<file path="config.mk">
export PLATFORM = sky130hd
export DESIGN_NAME = counter_16
export DESIGN_NICKNAME = d
export VERILOG_FILES = /design/src/rtl/counter_16.sv
export SDC_FILE = /design/constraint.sdc
export NUM_CORES = 1
export LEC_CHECK = 0
export ABC_CLOCK_PERIOD_IN_PS = 4200
export BUFFER_PORTS_ARGS = -buffer_cell sky130_fd_sc_hd__clkbuf_2
export CORE_MARGIN = 2
export CORE_UTILIZATION = 55
export DETAILED_ROUTE_END_ITERATION = 10
export PLACE_DENSITY = 0.81
export SLEW_MARGIN = 30
export SYNTH_ARGS = -nofsm -noshare
export SYNTH_HDL_FRONTEND = slang
export SYNTH_SLANG_ARGS = --single-unit
</file>
<file path="constraint.sdc">
create_clock -name clk -period 4.2 [get_ports clk]
set_clock_uncertainty 0.1 [all_clocks]
set_input_delay 0.84 -clock clk [delete_from_list [all_inputs] [get_ports clk]]
set_output_delay 0.84 -clock clk [all_outputs]
set_load 0.01 [all_outputs]
</file>
<file path="src/rtl/counter_16.sv">
`default_nettype none
// ============================================================================
// Module   : counter_16
// Purpose  : Event counter advanced by each rising edge of a slow,
//            asynchronous increment strobe (e.g. a debounced pushbutton).
//            The strobe is synchronised into the clk domain, edge detected,
//            and each detected edge adds one to the count.
// Ports    : clk      - system clock, all state updates on its rising edge
//            reset_n  - synchronous reset, ACTIVE HIGH (1 = reset)
//            inc      - asynchronous increment strobe (level)
//            count    - registered count value, WIDTH bits
//            wrap     - registered one-cycle pulse on all-ones -> 0 rollover
// Revision : 1.0 - initial release
// ============================================================================
module counter_16 #(
  parameter int WIDTH       = 16,
  parameter int SYNC_STAGES = 2,   // synchroniser depth, must be >= 2
  parameter int SATURATE    = 0    // 0 = wrap at all-ones, 1 = hold at all-ones
) (
  input  logic             clk,
  input  logic             reset_n,  // active HIGH despite the suffix
  input  logic             inc,
  output logic [WIDTH-1:0] count,
  output logic             wrap
);

  localparam logic [WIDTH-1:0] c_ALL_ONES = {WIDTH{1'b1}};
  localparam logic [WIDTH-1:0] c_ONE      = {{(WIDTH-1){1'b0}}, 1'b1};

  logic [SYNC_STAGES-1:0] sync_q;
  logic [SYNC_STAGES-1:0] sync_d;
  logic                   prev_q;
  logic                   prev_d;
  logic [WIDTH-1:0]       count_q;
  logic [WIDTH-1:0]       count_d;
  logic                   wrap_q;
  logic                   wrap_d;
  logic                   pulse;
  logic [WIDTH-1:0]       ovf_count;
  logic                   ovf_wrap;

  // Shift chain: inc enters at bit 0, the settled value leaves at the top.
  assign sync_d = {sync_q[SYNC_STAGES-2:0], inc};
  assign prev_d = sync_q[SYNC_STAGES-1];

  // One-cycle pulse on a low-to-high transition of the synchronised strobe.
  assign pulse  = sync_q[SYNC_STAGES-1] & ~prev_q;

  // Result of an increment taken at all-ones, chosen at elaboration time.
  generate
    if (SATURATE != 0) begin : g_saturate
      assign ovf_count = c_ALL_ONES;
      assign ovf_wrap  = 1'b0;
    end else begin : g_wrap
      assign ovf_count = '0;
      assign ovf_wrap  = 1'b1;
    end
  endgenerate

  always_comb begin
    count_d = count_q;
    wrap_d  = 1'b0;
    if (pulse) begin
      if (count_q == c_ALL_ONES) begin
        count_d = ovf_count;
        wrap_d  = ovf_wrap;
      end else begin
        count_d = count_q + c_ONE;
      end
    end
  end

  // Reset also clears the synchroniser and edge history, so any edge in
  // flight is discarded and a strobe held high through release counts once.
  always_ff @(posedge clk) begin
    if (reset_n) begin
      sync_q  <= '0;
      prev_q  <= 1'b0;
      count_q <= '0;
      wrap_q  <= 1'b0;
    end else begin
      sync_q  <= sync_d;
      prev_q  <= prev_d;
      count_q <= count_d;
      wrap_q  <= wrap_d;
    end
  end

  assign count = count_q;
  assign wrap  = wrap_q;

endmodule
`default_nettype wire

</file>
==> impl_summary.md <==
Status
The flow ran to the end, and the final reports show no timing, DRC or antenna violations.

Synth
The post-synth design cell area is 891 µm². Synthesis handed over a netlist of 90 instances. The per-instance average area after synthesis is 9.90 µm². Synthesis inferred 20 register bits. Synthesis produced a netlist with a net count of 94. In this run, distinct cell masters in the synthesized netlist total 29.

The sequential share of the synthesized area is 44.9%. The number of synthesis warnings is 0.

Layout
0 antenna diodes ended up in the layout. Counting the fill cells in the layout gives 122. For this run, the share of the core covered by cells in the final layout is 69.4%. The area added between synthesis and finish is 17.4%. In the final layout, the share of cells above drive strength 1 is 25.2%.

In the final design database the tool counted 116 nets.

Worst setup path
The worst-path cell with the longest stage delay is sky130_fd_sc_hd__dfxtp_1. In this design, the largest share of critical-path delay is due to flip-flops. The number of buffers and inverters on the critical path is 1. The endpoint class of the critical path is a primary output. In this run the worst path has a maximum fanout of 7.

The largest single stage delay on the critical path is 0.47 ns. The worst endpoint data arrival time is 0.95 ns. The path type of the worst setup path is reg -> out.

The required time at the endpoint of the critical path is 3.26 ns. STA classifies the critical path startpoint as a flop. The critical path goes through clkbuf_2.

Pwr
The clock network is responsible for 43.4% of the overall power. The switching share of power is 18.4%. Summed over all nets, the switching power comes to 0.0657 mW. The power density of the placed cells is 342 nW/µm².

The cell internal power dissipation is 0.292 mW. Registers are responsible for 54.1% of the overall power. The peak ir drop on the vdd network is 0.265 mV.

The part of the total power dissipated in combinational logic is 2.5%. The cell leakage power is 0.472 nW. Total power for the finished layout comes to 0.358 mW.

Die
The core outline area is 1510 µm². The standard-cell row count is 14. The floorplan step defined a die boundary enclosing 1960 µm². The horizontal die dimension is 44.2 µm. The die height is 44.2 µm. The top-level I/O count is 20. The starting density of the core is 59.1%.

STA
The minimum period implied by the final worst setup slack is 1.89 ns. The count of final max-slew check failures came to 0. The worst hold slack is 0.355 ns. The maximum clock rate is 0.529 GHz. The measured slew at the worst slew-check pin is 0.386 ns. Dividing the final minimum period by the clock period gives 45.0%. Setup repair after global routing left no endpoint under its margin. The final-report hold violation count is 0. The headroom to the max-slew limit is 74.2%. Adding up every negative setup slack in the final design gives 0 ns. Setup violations remaining at the end of the flow were counted as 0.

GRT
The initial antenna violation count is 0. The pin count of the biggest net entering global routing is 13. The overall routing resource usage is 19.3%. Summed over all layers, the global routing overflow is 0. The number of global-route vias before repair came to 653. The wire length of the first global-routing pass is 2.82 mm.

Min path
The tightest min-delay check is of the reg -> reg type.

Route
The overall via count from detail_route is 729. The wire length reported by the detailed router is 1.66 mm. The first routing iteration left 13 violations. The via density per instance is 5.74. The final routed DRC violation total is 0. The first detailed-routing pass took 4 iterations.

The remaining number of nets flagged by the antenna check after routing is 0. After detailed routing, the average wire length per cell comes to 13.1 µm.

Place
The count of port buffers added during placement is 19. Once detailed placement completed, the half-perimeter wirelength came to 1.23 mm. Routability-driven placement finished with a final weighted congestion of 0.805.

Clock tree
The CTS buffer count is 3. At the later pin of the worst-skew pair, clock insertion delay measures 0.30 ns. The post-cts resize count is 0. The sink count of the clock tree is 20. CTS placed an instance of sky130_fd_sc_hd__clkbuf_4 at the clock tree root. After clock tree synthesis, the clock-pin slew on the worst setup and hold paths is 0.11 ns. In this run, post-CTS hold repair placed 0 buffers. In this run the post-CTS setup repair buffer count came out at 0. The TritonCTS clock tree is built. The number of H-tree levels is 1.

The largest buffer count on any clock path is 2.

Flow run
Across the run, the number of max-cap violations was 0.
-- synth_stat cells --
master,number,share of area (%)
sky130_fd_sc_hd__nor2_1,17,7.2
sky130_fd_sc_hd__nor4_4,1,2.4
sky130_fd_sc_hd__buf_2,1,0.56
sky130_fd_sc_hd__nor4_1,1,0.70
sky130_fd_sc_hd__nand3b_4,1,2.2
sky130_fd_sc_hd__o21ai_0,1,0.56
sky130_fd_sc_hd__nand4_1,5,3.5
sky130_fd_sc_hd__and2b_1,1,0.84
sky130_fd_sc_hd__nand3_1,3,1.7
sky130_fd_sc_hd__nor2b_1,4,2.8
sky130_fd_sc_hd__a41o_1,1,1.1
sky130_fd_sc_hd__and4_1,2,2.0
sky130_fd_sc_hd__and3_1,1,0.70
sky130_fd_sc_hd__ha_1,1,1.4
sky130_fd_sc_hd__mux2i_1,1,1.1
sky130_fd_sc_hd__a21o_1,1,0.84
sky130_fd_sc_hd__xor2_1,6,5.9
sky130_fd_sc_hd__buf_4,1,0.84
sky130_fd_sc_hd__nand2_1,3,1.3
sky130_fd_sc_hd__or4_1,1,0.84
sky130_fd_sc_hd__nand4_2,1,1.4
sky130_fd_sc_hd__nand3_2,1,1.1
sky130_fd_sc_hd__nand4b_1,1,0.98
sky130_fd_sc_hd__dfxtp_1,20,45
sky130_fd_sc_hd__a21oi_1,1,0.56
sky130_fd_sc_hd__xnor2_1,7,6.9
sky130_fd_sc_hd__mux2_4,1,1.7
sky130_fd_sc_hd__and4b_1,2,2.2
sky130_fd_sc_hd__nor3_1,3,1.7
-- path summary, 6_finish.rpt --
path                            cells after the start      start   endpoint  slack (ns)
worst min register to register                      1  sync_q[0]  sync_q[1]        0.36
worst min-delay path                                1  sync_q[0]  sync_q[1]        0.36
worst max register to register                      4   count[6]  count[14]        2.40
worst max-delay path                                1   count[2]   count[2]        2.31
-- metal layers --
| layer | routed length [µm] | vias to the layer above | GRT usage, % |
|---|---|---|---|
| met4 | 20 | 0 | 7.27 |
| met1 | 778 | 344 | 25.3 |
| met3 | 80 | 2 | 3.67 |
| met5 | 0 | - | 0 |
| met2 | 779 | 21 | 31.5 |
| li1 | - | 362 | - |
-- layout make-up --
type	count	area [µm²]	share of cell area, %
Clock inverter	1	30.0	2.87
Tap cell	16	20.0	1.91
Sequential cell	20	400	38.3
Multi-Input combinational cell	68	478	45.7
Timing Repair Buffer	19	95.1	9.09
Clock buffer	3	22.5	2.15
-- worst register-to-register path: stages, from the launching register on --
cell and delay [ns]:
sky130_fd_sc_hd__dfxtp_1 0.46, sky130_fd_sc_hd__nand4_1 0.28, sky130_fd_sc_hd__nor4_4 0.45, sky130_fd_sc_hd__nand3_2 0.12, sky130_fd_sc_hd__mux2_4 0.30
-- cells by family (layout without fill, tap and decap cells) --
logic type      after synthesis  in the layout  synth area share (%)
simple gates                 48             48                  33.6
flops                        20             20                  44.9
xor+xnor                     13             13                  12.8
compound gates                4              4                  3.09
mux                           2              2                  2.81
buf+inv                       2             23                  1.40
fa+ha+maj                     1              1                  1.40
-- state kept, by name, indices dropped and copies added (netlist names) --
register and count:
wrap 1, sync_q 2, count 16, prev_q 1
-- cell usage in the layout, fill, tap and decap left out, types with 2 or more instances in the layout --
cell type,synthesis,routed
sky130_fd_sc_hd__clkbuf_4,0,3
sky130_fd_sc_hd__dfxtp_1,20,20
sky130_fd_sc_hd__and4_1,2,2
sky130_fd_sc_hd__and4b_1,2,2
sky130_fd_sc_hd__nand2_1,3,3
sky130_fd_sc_hd__nand4_1,5,5
sky130_fd_sc_hd__xnor2_1,7,7
sky130_fd_sc_hd__xor2_1,6,6
sky130_fd_sc_hd__clkbuf_2,0,19
sky130_fd_sc_hd__nand3_1,3,3
sky130_fd_sc_hd__nor3_1,3,3
sky130_fd_sc_hd__nor2b_1,4,4
sky130_fd_sc_hd__nor2_1,17,17
-- power groups by stage --
stage,Combinational [mW],Clock (mW),Sequential (mW)
2_1_floorplan,0.00704,0,0.198
3_3_place_gp,0.00900,0,0.198
3_5_place_dp,0.00908,0,0.198
4_1_cts,0.00920,0.157,0.193
5_1_grt,0.0102,0.165,0.194
6_report,0.00899,0.155,0.193
-- through the flow --
stage	worst slack [ns]	std cells	area, µm²
global route	2.24	127	1050
finish	2.31	127	1050
global placement	2.45	123	993
floorplan	2.52	90	891
detailed placement	2.43	123	993
CTS	2.31	127	1050
Note: power is estimated with default switching activity, not from simulation.
